File: src/rtl/seq_ctrl.sv
`default_nettype none
// ============================================================================
// Module   : seq_ctrl
// Purpose  : Instruction sequencer for the 8-bit uProcessor. Fetches opcode
//            and operand bytes over a req/valid handshake, drives the ALU
//            during EXEC, and writes results back to acc/carry/register file.
// Revision : 1.0 - initial release
// ============================================================================
module seq_ctrl #(
  parameter logic [7:0] RESET_PC = 8'h00
) (
  input  logic       clk,
  input  logic       rst_n,
  input  logic       run,
  output logic       instr_req,
  output logic [7:0] instr_addr,
  input  logic       instr_valid,
  input  logic [7:0] instr_data,
  output logic [2:0] alu_code,
  output logic [7:0] alu_a,
  output logic [7:0] alu_r,
  output logic       alu_ci,
  input  logic [7:0] alu_out,
  input  logic       alu_co,
  output logic [7:0] acc_q,
  output logic       carry_q,
  output logic       busy
);

  typedef enum logic [1:0] {
    S_IDLE  = 2'd0,
    S_FETCH = 2'd1,
    S_OPER  = 2'd2,
    S_EXEC  = 2'd3
  } state_t;

  localparam logic [2:0] c_OP_ADD = 3'd0;
  localparam logic [2:0] c_OP_SUB = 3'd1;
  localparam logic [2:0] c_OP_LD  = 3'd6;
  localparam logic [2:0] c_OP_SYS = 3'd7;

  localparam logic [1:0] c_SYS_ST  = 2'd0;
  localparam logic [1:0] c_SYS_LDI = 2'd1;
  localparam logic [1:0] c_SYS_JMP = 2'd2;
  localparam logic [1:0] c_SYS_JC  = 2'd3;

  state_t     r_state;
  logic [7:0] r_pc;
  logic [7:0] r_acc;
  logic       r_carry;
  logic [7:0] r_ir;
  logic [7:0] r_opnd;
  logic [7:0] r_regs [8];
  logic       r_req;
  logic       r_busy;
  logic [2:0] r_alu_code;
  logic       r_alu_ci;

  // Decode of the held opcode and of the byte currently on the memory bus
  logic [2:0] w_op;
  logic [1:0] w_cs;
  logic [2:0] w_idx;
  logic [2:0] w_new_op;
  logic       w_new_two_byte;
  logic       w_new_addsub;
  logic       w_cap;

  assign w_op           = r_ir[7:5];
  assign w_cs           = r_ir[4:3];
  assign w_idx          = r_ir[2:0];
  assign w_new_op       = instr_data[7:5];
  assign w_new_two_byte = (w_new_op == c_OP_SYS) && (instr_data[4:3] != c_SYS_ST);
  assign w_new_addsub   = (w_new_op == c_OP_ADD) || (w_new_op == c_OP_SUB);
  // A byte is only taken while a request is outstanding; stray valids drop out here
  assign w_cap          = r_req & instr_valid;

  // Sequencer FSM: fetch/operand capture, writeback and registered outputs
  always_ff @(posedge clk or negedge rst_n) begin
    if (!rst_n) begin
      r_state    <= S_IDLE;
      r_pc       <= RESET_PC;
      r_acc      <= 8'h00;
      r_carry    <= 1'b0;
      r_ir       <= 8'h00;
      r_opnd     <= 8'h00;
      r_req      <= 1'b0;
      r_busy     <= 1'b0;
      r_alu_code <= c_OP_LD;
      r_alu_ci   <= 1'b0;
      for (int i = 0; i < 8; i++) begin
        r_regs[i] <= 8'h00;
      end
    end else begin
      case (r_state)
        S_IDLE: begin
          if (run) begin
            r_state <= S_FETCH;
            r_req   <= 1'b1;
            r_busy  <= 1'b1;
          end
        end
        S_FETCH: begin
          if (w_cap) begin
            r_ir <= instr_data;
            r_pc <= r_pc + 8'd1;
            if (w_new_two_byte) begin
              r_state <= S_OPER;
            end else begin
              // ALU controls are set up on the way into EXEC so they are
              // registered outputs; system ops leave the ALU on its idle code
              r_state    <= S_EXEC;
              r_req      <= 1'b0;
              r_alu_code <= (w_new_op == c_OP_SYS) ? c_OP_LD : w_new_op;
              r_alu_ci   <= w_new_addsub & instr_data[4] & r_carry;
            end
          end
        end
        S_OPER: begin
          if (w_cap) begin
            r_opnd  <= instr_data;
            r_pc    <= r_pc + 8'd1;
            r_state <= S_EXEC;
            r_req   <= 1'b0;
          end
        end
        S_EXEC: begin
          if (w_op != c_OP_SYS) begin
            r_acc <= alu_out;
            if ((w_op == c_OP_ADD) || (w_op == c_OP_SUB)) begin
              r_carry <= alu_co;
            end
          end else begin
            case (w_cs)
              c_SYS_ST:  r_regs[w_idx] <= r_acc;
              c_SYS_LDI: r_acc <= r_opnd;
              c_SYS_JMP: r_pc  <= r_opnd;
              c_SYS_JC:  if (r_carry) r_pc <= r_opnd;
              default:   ;
            endcase
          end
          r_alu_code <= c_OP_LD;
          r_alu_ci   <= 1'b0;
          if (run) begin
            r_state <= S_FETCH;
            r_req   <= 1'b1;
          end else begin
            r_state <= S_IDLE;
            r_busy  <= 1'b0;
          end
        end
        default: begin
          r_state <= S_IDLE;
          r_req   <= 1'b0;
          r_busy  <= 1'b0;
        end
      endcase
    end
  end

  assign instr_req  = r_req;
  assign instr_addr = r_pc;
  assign alu_code   = r_alu_code;
  assign alu_a      = r_acc;
  assign alu_r      = r_regs[w_idx];
  assign alu_ci     = r_alu_ci;
  assign acc_q      = r_acc;
  assign carry_q    = r_carry;
  assign busy       = r_busy;

endmodule
`default_nettype wire

File: config.mk
export PLATFORM = sky130hd
export DESIGN_NAME = seq_ctrl
export DESIGN_NICKNAME = d
export VERILOG_FILES = /design/src/rtl/seq_ctrl.sv
export SDC_FILE = /design/constraint.sdc
export NUM_CORES = 1
export LEC_CHECK = 0
export BUFFER_PORTS_ARGS = -buffer_cell sky130_fd_sc_hd__buf_2
export CAP_MARGIN = 20
export CORE_MARGIN = 3
export CORE_UTILIZATION = 53
export DETAILED_ROUTE_END_ITERATION = 8
export GPL_TIMING_DRIVEN = 0
export PLACE_DENSITY = 0.79
export SLEW_MARGIN = 5
export SYNTH_ARGS = -nofsm -noshare
export SYNTH_HDL_FRONTEND = slang
export SYNTH_SLANG_ARGS = --single-unit
export TNS_END_PERCENT = 100
File: constraint.sdc
create_clock -name clk -period 1.8 [get_ports clk]
set_clock_uncertainty 0.1 [all_clocks]
set_input_delay 0.09 -clock clk [delete_from_list [all_inputs] [get_ports clk]]
set_output_delay 0.09 -clock clk [all_outputs]
set_load 0.05 [all_outputs]
[Yosys cells after proc, flatten, opt, wreduce, memory -nomap -nowiden]
Index checks and enable logic that the tools add are counted.
Operators by class
  mux-type cells: 33
  add/subtract/negate cells: 1
  eq/ne operators: 20
  order comparisons: 2
  bitwise gates (word level): 5
  reduce and logical (&&, ||, !) cells: 25
Operators with widths (number)
  bitwise mux 64 bit: 1
  two-way mux 8 bit: 8
  case mux 8 bit (2 select lines): 2
  binary-select mux 8 bit (select 3 bit): 1
  demux 8 bit (select 3 bit): 1
  AND reduction 3 bit: 5
  inequality test 2 bit, second input constant: 6
  nonzero test 2 bit: 5
  two-way mux 1 bit: 9
  two-way mux 3 bit: 3
  adder 8 x 1 -> 8 bit, second input constant: 1
  equality test 2 bit, second input constant: 4
  case mux 2 bit (4 select lines): 1
  equality test 3 x 1 -> 1 bit, second input constant: 2
  zero test 3 bit: 2
  two-way mux 2 bit: 3
  inequality test 3 bit, second input constant: 2
  case mux 3 bit (2 select lines): 1
  AND reduction 2 bit: 3
  AND reduction 5 bit: 1
  equality test 2 x 1 -> 1 bit, second input constant: 2
  greater-or-equal comparator 4 bit, second input constant: 1
  zero test 2 bit: 2
  less-than comparator 4 x 1 -> 1 bit, second input constant: 1
  other kinds (12): 19
Storage, ports and cells
  register bits after elaboration: 105
  word-level logic and storage cells: 104
  output and inout bits: 39
  input bits: 21

[Logic depth before layout (Yosys ltp)]
  depth after elaboration: 7
  mapped depth: 7
  mapped depth without buffers: 7

[Worst setup path before layout]
No wires, ideal clock.
  kind: reg2out
  start point: register r_ir[0]
  end point: output alu_r[4]
  arrival: 2.063 ns
  slack: -0.453 ns
  cell stages (with the launch flop): 5
  buffers on the path: 1
  required time: 1.610 ns
  path through: dfrtp_1 -> clkbuf_1 -> and3_1 -> a21oi_1 -> o21ai_0
On the way
  longest elaborated chain between the ends: 4
Ends and longest elaborated chain
  start: declaration: line 51  | logic [7:0] r_ir;
  start signal: assignment: line 104  | r_ir <= instr_data;
  NOT 3 -> 4 bit (implied by the code): line 164  | assign alu_r = r_regs[w_idx];
  binary-select mux 8 bit (select 3 bit): line 164
  two-way mux 8 bit (implied by the code) (2 in a row): line 164
  end: declaration: line 21  | output logic [7:0] alu_r,
No other way between the ends. The select of a mux whose other input is x is not followed.

[Worst setup path after layout]
  start point: register r_ir[1]
  end point: output alu_r[0]
Same word-level chain as after synthesis.

==> results by group <==
Run status
  • Status: finished, violations left
  • Violated checks: setup timing

Yosys
  • #FFs+latches synth: 105
  • Post-Syn Area: 5160 um^2
  • Synth Flop Type: dfrtp_1
  • Biggest area consumer among synthesized cells: dfrtp_1
  • Ys async rst share: 1.00
  • Synthesized area per cell: 12.6 um^2
  • Top cells by area, synth: dfrtp_1 (50%), mux2_2 (19%), mux4_2 (4.8%), mux2i_1 (2.7%), nand2_1 (2.1%)
  • Number of enable flip-flop cells after synthesis: 0
  • Synthesized instance count: 408
  • Synth unique cells: 45
  • Ys Warns: 0
  • Proportion of netlist area held by the largest area contributor: 0.500
  • Syn nets: 436
  • Seq/Total Area, Yosys: 0.510

Timing
  • Setup ws final: -329 ps
  • Slew Viols, Final: 0
  • Final Hold Fails: 0
  • Crit share post-route: 1.18
  • Fmax: 470 MHz
  • Relative slew slack: 0.673
  • RSZ-0062 raised after global routing: true
  • Setup TNS: -8640 ps
  • Worst-Margin Slew: 490 ps
  • Final count of negative-setup-slack endpoints: 80
  • Final Critical Period: 2130 ps

Die
  • Initial Utilization: 0.553
  • Full die area: 11000 um^2
  • Die X: 105 um
  • Core area: 9330 um^2
  • Ports: 60
  • Cell Rows: 35
  • Die H: 105 um

Hold path
  • Hold WC Path Type: in2async

Worst setup path
  • Crit-path max FO: 7
  • Reg2reg setup slack: -180 ps
  • Crit path capture type: primary output
  • CP startpoint kind: register
  • Kind of critical path: reg2out
  • CP Data Required Time: 1610 ps
  • Arrival @ worst endpoint: 1940 ps

Detailed routing
  • Post-route ant nets: 0
  • TritonRoute pass-1 iters: 4
  • Via density: 5.79
  • Uppermost layer routed: met4
  • DRC Markers: 0
  • DR WL/cell: 20.1 um
  • Initial DRC count: 141
  • Routed Wire Length: 13400 um
  • Met1 wire length: 5520 um
  • Wire length on met3: 427 um
  • Met2 WL post-DR: 7160 um
  • Vias: 3862

GRT
  • Initial antenna violation count: 0
  • Wire length of the first global-routing pass: 21800 um
  • Largest net degree at the start of global routing: 71
  • Remaining Overflow, GRT: 0
  • GRT Total Usage: 0.254
  • Vias in the first global route: 4120

Pwr
  • Peak VDD IR: 1.24 mV
  • Leakage power figure: 3.26 nW
  • PD cells: 1620 nW/um^2

CTS
  • Latest clock arrival within the worst-skew pair: 360 ps
  • Clk sink count: 105
  • Clk root buf: clkbuf_8
  • H-tree Lvls: 3
  • Reg clk slew, reported paths: 100 ps
  • TritonCTS Buffers: 9
  • Clk buf depth: 2
  • CTS tree: yes

Layout
  • Synth-to-layout area growth: 35.7%
  • Most common cell after layout, fill and taps aside: dfrtp_1
  • Commonest non-fill, non-tap cells in the layout: dfrtp_1 (98), buf_2 (52), mux2_2 (51)
  • Share of cells above drive strength 1: 0.545
  • Final cell count without fillers: 667
  • Number of antenna repair diodes: 0
  • Final net count: 561
  • Number of fill cells: 592

Run
  • Max_cap viols: 0

Place
  • Port bufs: 59
  • GP Congestion: 0.822
  • Place WS: -580 ps
  • DP HPWL: 7940 um
  • Placed Instances: 597
-- metal layers --
metal | track usage | vias up
met5 | 0 | -
met4 | 0.0750 | 0
met3 | 0.0395 | 33
met2 | 0.458 | 106
met1 | 0.315 | 1982
li1 | - | 1741
-- per-stage QoR --
step	instance area (um^2)	power (W)	util	hold slack, ps
4_1_cts	6890	0.0109	0.738	134
3_5_place_dp	5730	0.00827	0.614	-16.4
2_1_floorplan	5240	0.00707	-	-306
3_3_place_gp	5700	0.00811	0.611	222
5_1_grt	7000	0.0119	0.750	163
6_report	7000	0.0113	0.750	135
-- worst max-delay path, stage by stage, from the launching register on --
cell,delay (ps)
dfrtp_1,360
buf_6,170
buf_12,120
mux4_2,490
mux2_4,290
buf_8,150
-- synthesized netlist by cell type (2+ instances only) --
| library cell | instances |
|---|---|
| a211oi_1 | 7 |
| a21oi_1 | 10 |
| a221oi_1 | 4 |
| a311oi_1 | 2 |
| and2_1 | 2 |
| and3_1 | 6 |
| buf_2 | 6 |
| buf_4 | 9 |
| clkbuf_1 | 7 |
| clkinv_1 | 2 |
| dfrtp_1 | 103 |
| dfstp_2 | 2 |
| ha_1 | 7 |
| inv_1 | 6 |
| mux2_1 | 3 |
| mux2_2 | 85 |
| mux2i_1 | 14 |
| mux4_2 | 11 |
| nand2_1 | 29 |
| nand2_2 | 4 |
| nand2b_1 | 2 |
| nand3_1 | 8 |
| nand4_1 | 5 |
| nor2_1 | 20 |
| nor2b_1 | 4 |
| nor3_1 | 3 |
| nor3_4 | 4 |
| o21ai_0 | 16 |
| o22ai_1 | 9 |
| or2_2 | 3 |
-- cell type report --
type                       instances  area (um^2)  area share
sequential                       105         2640       0.377
timing repair buffer             115          937       0.134
clock inverter                     5         62.6     0.00894
inverter                           8         42.5     0.00608
multi-input combinational        273         2820       0.402
clock buffer                      11          141      0.0202
buffer                            21          201      0.0288
tap                              129          161      0.0231
-- logic make-up after synthesis --
| kind of cell | Yosys count | share of synthesized area |
|---|---|---|
| buffers and inverters | 30 | 0.0298 |
| AND/OR/NAND/NOR | 96 | 0.105 |
| flip-flops | 105 | 0.510 |
| AO/OA/AOI/OAI | 57 | 0.0706 |
| adder cells (fa/ha/maj) | 7 | 0.0170 |
| multiplexers | 113 | 0.267 |
-- final timing paths --
check | from | end | cells after the start
worst max-delay path | r_ir[1] | alu_r[0] | 5
worst min-delay path | rst_n | r_regs[4] | 2
worst max register to register | r_ir[7] | r_regs[29] | 7
worst min register to register | alu_code[2] | alu_code[2] | 2
max in group asynchronous | rst_n | alu_code[2] | 3
min in group clk | alu_code[2] | alu_code[2] | 2
-- flip-flops by register name, summed over array words and instances, names as in the netlist --
name        count
r_opnd          8
instr_addr      8
acc_q           8
alu_ci          1
r_state         2
r_regs         64
r_ir            8
busy            1
instr_req       1
alu_code        3
carry_q         1
-- what timing repair did --
action,4_1_cts,5_1_grt
setup endpoints to repair,108,96
resized for setup,124,29
buffers inserted,31,4
hold buffers,20,0
endpoints found under the hold margin,65,0
pin swaps,27,11
-- where the power goes --
group | total, W | switching [W] | internal (W)
clock | 0.00151 | 0.000820 | 0.000690
combinational | 0.00610 | 0.00356 | 0.00254
sequential | 0.00370 | 0.000759 | 0.00294
Note: power is estimated with default switching activity, not from simulation.
